===== src/rtl/pc_rx_pkg.sv =====
`default_nettype none
// +--------------------------------------------------------------------------+
// | pc_rx_pkg                                                                |
// | Shared types and constants for the PC receive packet decoder.            |
// | Revision: 1.0                                                            |
// +--------------------------------------------------------------------------+
package pc_rx_pkg;

  typedef enum logic [1:0] {
    S_HUNT = 2'd0,
    S_PRE  = 2'd1,
    S_LEN  = 2'd2,
    S_DATA = 2'd3
  } state_t;

  localparam logic [31:0] c_resync_word = 32'h416FDC1E;
  localparam logic [31:0] c_magic_word  = 32'hD78C1B74;
  localparam int          c_len_w       = 16;

  // A zero length would underflow the remaining-word counter, so it is rejected here.
  function automatic logic len_in_range(input logic [c_len_w-1:0] n, input int max_words);
    return (n != '0) && ({16'd0, n} <= $unsigned(max_words));
  endfunction

endpackage
`default_nettype wire


===== src/rtl/pc_rx_word_fetch.sv =====
`default_nettype none
// +--------------------------------------------------------------------------+
// | pc_rx_word_fetch                                                         |
// | FIFO read pacing, in-flight tracking and one-word payload register.      |
// | Revision: 1.0                                                            |
// +--------------------------------------------------------------------------+
module pc_rx_word_fetch (
  input  logic        i_clock,
  input  logic        i_reset,
  input  logic [31:0] i_fifo_output_word,
  input  logic        i_fifo_is_empty_sig,
  output logic        o_read_next_word_cmd,
  output logic [31:0] o_land_word,
  output logic        o_land_valid,
  input  logic        i_land_keep,
  output logic [31:0] o_word,
  output logic        o_word_valid,
  input  logic        i_consume
);

  logic        inflight_q;
  logic        valid_q;
  logic [31:0] word_q;
  logic        w_rd;

  // Only one word is ever held or in flight, so a fetched word always has a home.
  assign w_rd = !i_reset && !i_fifo_is_empty_sig && !inflight_q && (!valid_q || i_consume);

  assign o_read_next_word_cmd = w_rd;
  assign o_land_word          = i_fifo_output_word;
  assign o_land_valid         = inflight_q;
  assign o_word               = word_q;
  assign o_word_valid         = valid_q;

  always_ff @(posedge i_clock or posedge i_reset) begin
    if (i_reset) begin
      inflight_q <= 1'b0;
      valid_q    <= 1'b0;
      word_q     <= '0;
    end else begin
      inflight_q <= w_rd;
      if (inflight_q && i_land_keep) begin
        word_q  <= i_fifo_output_word;
        valid_q <= 1'b1;
      end else if (i_consume) begin
        valid_q <= 1'b0;
      end
    end
  end

endmodule
`default_nettype wire


===== src/rtl/pc_rx_packet_decoder.sv =====
`default_nettype none
// +--------------------------------------------------------------------------+
// | pc_rx_packet_decoder                                                     |
// | RESYNC/MAGIC/length framing FSM forwarding payload over valid/ready.     |
// | Option macro: PC_RX_DECODER_RESYNC_ABORT_EN (RESYNC in payload aborts).  |
// | Revision: 1.0                                                            |
// +--------------------------------------------------------------------------+
module pc_rx_packet_decoder
  import pc_rx_pkg::*;
#(
  parameter logic [31:0] RESYNC_WORD       = c_resync_word,
  parameter logic [31:0] MAGIC_WORD        = c_magic_word,
  parameter int          MAX_PAYLOAD_WORDS = 4096
) (
  input  logic        i_clock,
  input  logic        i_reset,
  input  logic [31:0] i_fifo_output_word,
  input  logic        i_fifo_is_empty_sig,
  output logic        o_read_next_word_cmd,
  output logic        o_start_packet_sig,
  output logic [15:0] o_packet_len,
  output logic [31:0] o_payload_word,
  output logic        o_payload_valid,
  input  logic        i_payload_ready,
  output logic        o_packet_done_sig,
  output logic        o_error_sig
);

  state_t               state_q;
  logic [c_len_w-1:0]   remaining_q;
  logic [c_len_w-1:0]   len_q;
  logic                 start_q;
  logic                 done_q;
  logic                 error_q;

  logic [31:0]          w_land_word;
  logic                 w_land_valid;
  logic [31:0]          w_word;
  logic                 w_word_valid;
  logic                 w_consume;
  logic                 w_abort;
  logic                 w_keep;

`ifdef PC_RX_DECODER_RESYNC_ABORT_EN
  assign w_abort = (state_q == S_DATA) && (w_land_word == RESYNC_WORD);
`else
  assign w_abort = 1'b0;
`endif

  // Only payload words ever enter the output register; framing words are decoded on landing.
  assign w_keep    = (state_q == S_DATA) && !w_abort;
  assign w_consume = w_word_valid && i_payload_ready;

  pc_rx_word_fetch u_fetch (
    .i_clock              (i_clock),
    .i_reset              (i_reset),
    .i_fifo_output_word   (i_fifo_output_word),
    .i_fifo_is_empty_sig  (i_fifo_is_empty_sig),
    .o_read_next_word_cmd (o_read_next_word_cmd),
    .o_land_word          (w_land_word),
    .o_land_valid         (w_land_valid),
    .i_land_keep          (w_keep),
    .o_word               (w_word),
    .o_word_valid         (w_word_valid),
    .i_consume            (w_consume)
  );

  always_ff @(posedge i_clock or posedge i_reset) begin
    if (i_reset) begin
      state_q     <= S_HUNT;
      remaining_q <= '0;
      len_q       <= '0;
      start_q     <= 1'b0;
      done_q      <= 1'b0;
      error_q     <= 1'b0;
    end else begin
      start_q <= 1'b0;
      done_q  <= 1'b0;
      error_q <= 1'b0;
      if (w_consume) begin
        remaining_q <= remaining_q - 16'd1;
        if (remaining_q == 16'd1) begin
          done_q  <= 1'b1;
          state_q <= S_HUNT;
        end
      end
      if (w_land_valid) begin
        case (state_q)
          S_HUNT: begin
            if (w_land_word == RESYNC_WORD) state_q <= S_PRE;
          end
          S_PRE: begin
            if (w_land_word == MAGIC_WORD) begin
              state_q <= S_LEN;
            end else if (w_land_word != RESYNC_WORD) begin
              error_q <= 1'b1;
              state_q <= S_HUNT;
            end
          end
          S_LEN: begin
            if (len_in_range(w_land_word[15:0], MAX_PAYLOAD_WORDS)) begin
              len_q       <= w_land_word[15:0];
              remaining_q <= w_land_word[15:0];
              start_q     <= 1'b1;
              state_q     <= S_DATA;
            end else begin
              error_q <= 1'b1;
              state_q <= S_HUNT;
            end
          end
          S_DATA: begin
            if (w_abort) begin
              error_q     <= 1'b1;
              remaining_q <= '0;
              state_q     <= S_PRE;
            end
          end
          default: state_q <= S_HUNT;
        endcase
      end
    end
  end

  assign o_start_packet_sig = start_q;
  assign o_packet_len       = len_q;
  assign o_payload_word     = w_word;
  assign o_payload_valid    = w_word_valid;
  assign o_packet_done_sig  = done_q;
  assign o_error_sig        = error_q;

endmodule
`default_nettype wire


===== config.mk =====
export PLATFORM = sky130hd
export DESIGN_NAME = pc_rx_packet_decoder
export DESIGN_NICKNAME = d
export VERILOG_FILES = /design/src/rtl/pc_rx_pkg.sv /design/src/rtl/pc_rx_word_fetch.sv /design/src/rtl/pc_rx_packet_decoder.sv
export SDC_FILE = /design/constraint.sdc
export NUM_CORES = 1
export LEC_CHECK = 0
export CORE_MARGIN = 2
export CORE_UTILIZATION = 40
export CTS_BUF_LIST = sky130_fd_sc_hd__clkbuf_4 sky130_fd_sc_hd__clkbuf_8
export CTS_CLUSTER_DIAMETER = 60
export DETAILED_ROUTE_END_ITERATION = 10
export PLACE_DENSITY = 0.78
export REMOVE_ABC_BUFFERS = 1
export SETUP_SLACK_MARGIN = 0.02
export SYNTH_ARGS = -nofsm -noshare
export SYNTH_HDL_FRONTEND = slang
export SYNTH_SLANG_ARGS = --single-unit
export TNS_END_PERCENT = 10

===== constraint.sdc =====
create_clock -name i_clock -period 3.7 [get_ports i_clock]
set_input_delay 0.74 -clock i_clock [delete_from_list [all_inputs] [get_ports i_clock]]
set_output_delay 0.74 -clock i_clock [all_outputs]
set_load 0.05 [all_outputs]

# Word-level counts from Yosys, hierarchy flattened
# Cells that the tools add are included.
# W data, S select, Z words.
totals:
  ff_bits: 71
  out_inout_bits: 53
  input_bits: 36
op_classes:
  magnitude_cmp: 1
  reduce_logical: 15
  muxes: 24
  n_eq_ne: 7
  n_addsub: 1
ops:
  columns: ["op", "n"]
  rows:
  - ["$mux W16", 4]
  - ["$eq A32 B31 Y1 const B", 1]
  - ["$eq A32 B32 Y1 const B", 1]
  - ["$ne A32 B31 Y1 const B", 1]
  - ["$eq A16 B1 Y1 const B", 1]
  - ["$le A16 B13 Y1 const B", 1]
  - ["$reduce_bool A16 Y1", 1]
  - ["$sub A16 B1 Y16 const B", 1]
  - ["$mux W2", 7]
  - ["$mux W1", 11]
  - ["$pmux W2 S4", 1]
  - ["$logic_and A1 B1 Y1", 6]
  - ["$eq A2 B2 Y1 const B", 2]
  - ["$logic_not A1 Y1", 4]
  - ["$reduce_and A3 Y1", 1]
  - ["$eq A2 B1 Y1 const B", 1]
  - ["$logic_not A2 Y1", 1]
  - ["$pmux W1 S2", 1]
  - ["$reduce_bool A2 Y1", 1]
  - ["$logic_or A1 B1 Y1", 1]

# Longest topological paths before layout
logic_depth:
  word_depth: 7
  ltp_mapped: 10
  depth_no_buf: 8

# Hierarchy
# Synthesis repeated with hierarchy kept, for this count alone.
unflattened:
  cells_unflattened: 310
  hier_area_um2: 3585.9
modules_own_cells:
  columns: ["module", "cells_each", "seq_area_each_um2", "area_each_um2", "n_inst"]
  rows:
  - ["pc_rx_packet_decoder", 204, 925.9, 1925.6, 1]
  - ["pc_rx_word_fetch", 106, 850.8, 1660.3, 1]

# Worst setup path before layout
# OpenSTA, ideal clock, no wires.
synth_path:
  path_type: "input port to flip-flop"
  start: "in i_fifo_output_word[6]"
  end: "reg remaining_q[0]"
  required_ns: 3.566
  cell_stages: 7
  path_buffers: 1
  setup_time_ns: 0.134
  setup_slack_ns: 1.162
  t_arrival_ns: 2.404
  cell_sequence: "or4_4 nor4_4 mux2i_1 nand2_2 inv_2 clkbuf_1 o21ai_0"
synth_via:
  elab_chain_len: 5
  elab_cells_between_ends: 6
  cone_classes: "order compare: 1; mux: 3; reduce/logical: 2"
synth_lines:
  columns: ["element", "line_no", "rtl"]
  rows:
  - ["start, declared", "pc_rx_packet_decoder.sv:17", "input logic [31:0] i_fifo_output_word,"]
  - ["$le A16 B13 Y1 / $reduce_bool A16 Y1 (equally long branches)", "pc_rx_pkg.sv:22", "return (n != '0) && ({16'd0, n} <= $unsigned(max_words));"]
  - ["$logic_and A1 B1 Y1 *", "pc_rx_pkg.sv:22", null]
  - ["$mux W16 *", "pc_rx_packet_decoder.sv:101", "if (len_in_range(w_land_word[15:0], MAX_PAYLOAD_WORDS)) begin"]
  - ["$mux W16 *", null, null]
  - ["$mux W16 *", "pc_rx_packet_decoder.sv:87", "if (w_land_valid) begin"]
  - ["end signal, assigned", "pc_rx_packet_decoder.sv:81", "remaining_q <= remaining_q - 16'd1;"]
  - ["end signal, assigned", "pc_rx_packet_decoder.sv:103", "remaining_q <= w_land_word[15:0];"]
  - ["end, declared", "pc_rx_packet_decoder.sv:30", "logic [c_len_w-1:0] remaining_q;"]
# Every way passes the cells marked *; elsewhere a longest branch is shown, timed or not.
# A chain may end at the register's enable or synchronous reset.

# Worst setup path in the final report
layout_path:
  start: "in i_reset"
  end: "out o_read_next_word_cmd"
layout_via:
  elab_chain_len: 4
layout_lines:
  columns: ["element", "line_no", "rtl"]
  rows:
  - ["start, declared", "pc_rx_packet_decoder.sv:16", "input logic i_reset,"]
  - ["$logic_not A1 Y1 (no line)", null, null]
  - ["$logic_and A1 B1 Y1 (3 in a row)", "pc_rx_word_fetch.sv:27", "assign w_rd = !i_reset && !i_fifo_is_empty_sig && !inflight_q && (!valid_q || i_consume);"]
  - ["end, declared", "pc_rx_packet_decoder.sv:19", "output logic o_read_next_word_cmd,"]
# Every way passes these cells.

==> metrics <==
final setup vio count=0; area delta synth->final=37.2%; Synth async-reset ratio=100%; Post-synth EDFFs=0; static leakage=about 1.9 nW; Avg Vias per Cell=between 5 and 6; fin cells=476; CP Max Fanout=2; nets=412; period utilisation layout=81.9%; largest net degree at the start of global routing=72; Fillers=around 680; Final min period=between 3000 and 4000 ps; Final Hold Viols=0; clock latency on the worst-skew pair=around 340 ps; worst min path class=reg2reg; antenna violations before repair=0; ys flop type=dfrtp_1; WL final=approximately 7400 um; RSZ-0062 raised after global routing=no; area post-placement=about 4200 um^2; vias in the first global route=2438; Chip Height=slightly above 90 um; grt ovf=0; r2r setup slk=between 1000 and 1500 ps; # diodes=0; Crit Path Class=in2out; Routed wire per std cell=between 15 and 20 um; Seq. cell area=approximately 1800 um^2; Worst Hold Depth=2; width of the die=93.0 um; RR Endpoint=state_q[0]; gp weighted congestion=0.818; DRT iter0 DRCs=about 180; Post-CTS Setup Inserts=0; Max rail drop VDD=roughly 250 uV; Slew Limit Fails=0; Num CTS Buffers=9; Least-Margin Pin Slew=~860 ps; multi-input logic area=between 1000 and 1500 um^2; clk_skew=about 5.6 ps; R2R depth=4; antenna-violating nets left=0; all-layer global routing usage=between 10% and 20%; yosys warns=0; Syn Inst Count=between 200 and 300; initial core utilization=41.3%; CTS tree=yes; Max Cap Viol=0; clock-pin transition on the worst setup and hold timing paths=around 70 ps; Critical Path RT=between 2000 and 3000 ps; # H-tree levels=3; Max Fclk=330 MHz; register area share after synthesis=about 56%; die area=slightly below 9000 um^2; Synth Cell Area=~3200 um^2; Synth cell types=44; CTS hold repair buffers=0; Setup Total Neg Slack=0 ps; Critical Path Source Type=primary input; CP Capture Type=output port; core area=around 7700 um^2; status=finished, final reports clean; post-route cell area=~4400 um^2; Yosys reg bits=between 70 and 80; CTS sink cnt=a little over 70; FP Rows=32; HP Start=o_packet_len[0]; top cell type's share of synthesized area=a little under three fifths; Avg Synthesized Cell Area=about 12 um^2; global-route wire length before repair=between 10000 and 15000 um; pwr/cell area=386 nW/um^2; PostCTS Resize Cnt=0; HPWL after DPL=around 5300 um; Arr. time, crit path=~2300 ps; Pre-Repair DR Iteration Count=4; Buffers on Ports=between 80 and 90; Hold Path End=o_packet_len[0]; Placed Instances=461; Post-synth top cells=dfrtp_1 (71), nand2_1 (48), mux2_2 (32), o21ai_0 (12), xnor2_1 (12); top-count cell post-synth=dfrtp_1; num ports=89; Yosys top cell by area=dfrtp_1; dominant cells by area after synthesis=dfrtp_1 (56%), mux2_2 (11%), nand2_1 (5.7%); share of layout cells above drive strength 1=around 18%; Slew HR=42.5%; residual DRC count=0; clock buffer depth=2; CTS root buf=clkbuf_8; Reg-to-Reg Start=remaining_q[8]; Via Count=2444; hold_ws=476 ps
-- report_power, final --
group	switching, mW	internal [mW]
clock	0.279	0.321
sequential	0.0281	0.810
combinational	0.138	0.103
total	0.445	1.23
-- routing by layer --
metal | wire (um) | part of all wire, % | GRT usage (%)
met5 | 0 | 0 | 0
met3 | 441 | 6.0 | 4.83
met1 | 3340 | 45 | 24.7
met4 | 119 | 1.6 | 7.11
met2 | 3490 | 47 | 28.9
-- through the flow --
step | utilization [%] | setup WS, ps | power, mW
CTS | 56.6 | 659 | 1.70
floorplan | - | 1040 | 0.982
finish | 56.6 | 670 | 1.68
global placement | 54.2 | 505 | 1.09
detailed placement | 54.2 | 377 | 1.10
global route | 56.6 | 554 | 1.75
-- layout by cell type, fill, tap and decap left out, drive strengths merged, types with 2 or more instances in the layout --
master         instances
clkdlybuf4s50         88
dfrtp                 71
nand2                 50
mux2                  32
o21ai                 17
xnor2                 12
nor2                  11
clkbuf                11
nor3                   8
inv                    8
nand3                  7
nor4                   7
ha                     6
buf                    5
nand4                  4
or4                    4
or3                    4
and2                   3
xor2                   3
nor4bb                 2
nand4b                 2
clkinv                 2
-- state kept, by name, indices dropped and copies added, names as in the netlist, 2 cells and up --
register        count
u_fetch.o_word     32
remaining_q        16
state_q             2
o_packet_len       16
-- cell type report --
type                            instances  area share (%)
Clock buffer                           11            3.19
Tap cell                              102            2.93
Timing Repair Buffer                   93            21.1
Sequential cell                        71            40.8
Clock inverter                          4            1.09
Inverter                                8           0.690
Multi-Input combinational cell        187            30.2
-- critical path, stage by stage --
cell             delay, ps
clkdlybuf4s50_1        440
nor3_1                 140
o21a_1                 170
clkdlybuf4s50_1        800
-- worst max-delay path by stage --
stage	startpoint	to	cells after the start	slack, ps
4_1_cts	i_reset	o_read_next_word_cmd	4	660
6_report	i_reset	o_read_next_word_cmd	4	670
3_5_place_dp	i_fifo_output_word[6]	remaining_q[2]	7	380
3_3_place_gp	i_fifo_output_word[6]	remaining_q[7]	7	510
5_1_grt	i_fifo_output_word[6]	remaining_q[5]	8	550
2_1_floorplan	i_fifo_output_word[6]	remaining_q[0]	6	1040
-- kinds of logic after synthesis --
logic type	after synthesis	synth area share [%]
mux	33	11.7
simple gates	108	18.0
compound gates	25	5.21
buf+inv	17	2.56
fa+ha+maj	6	2.37
flops	71	56.0
xor+xnor	15	4.14
No activity file was read; power rests on OpenSTA's default activity.
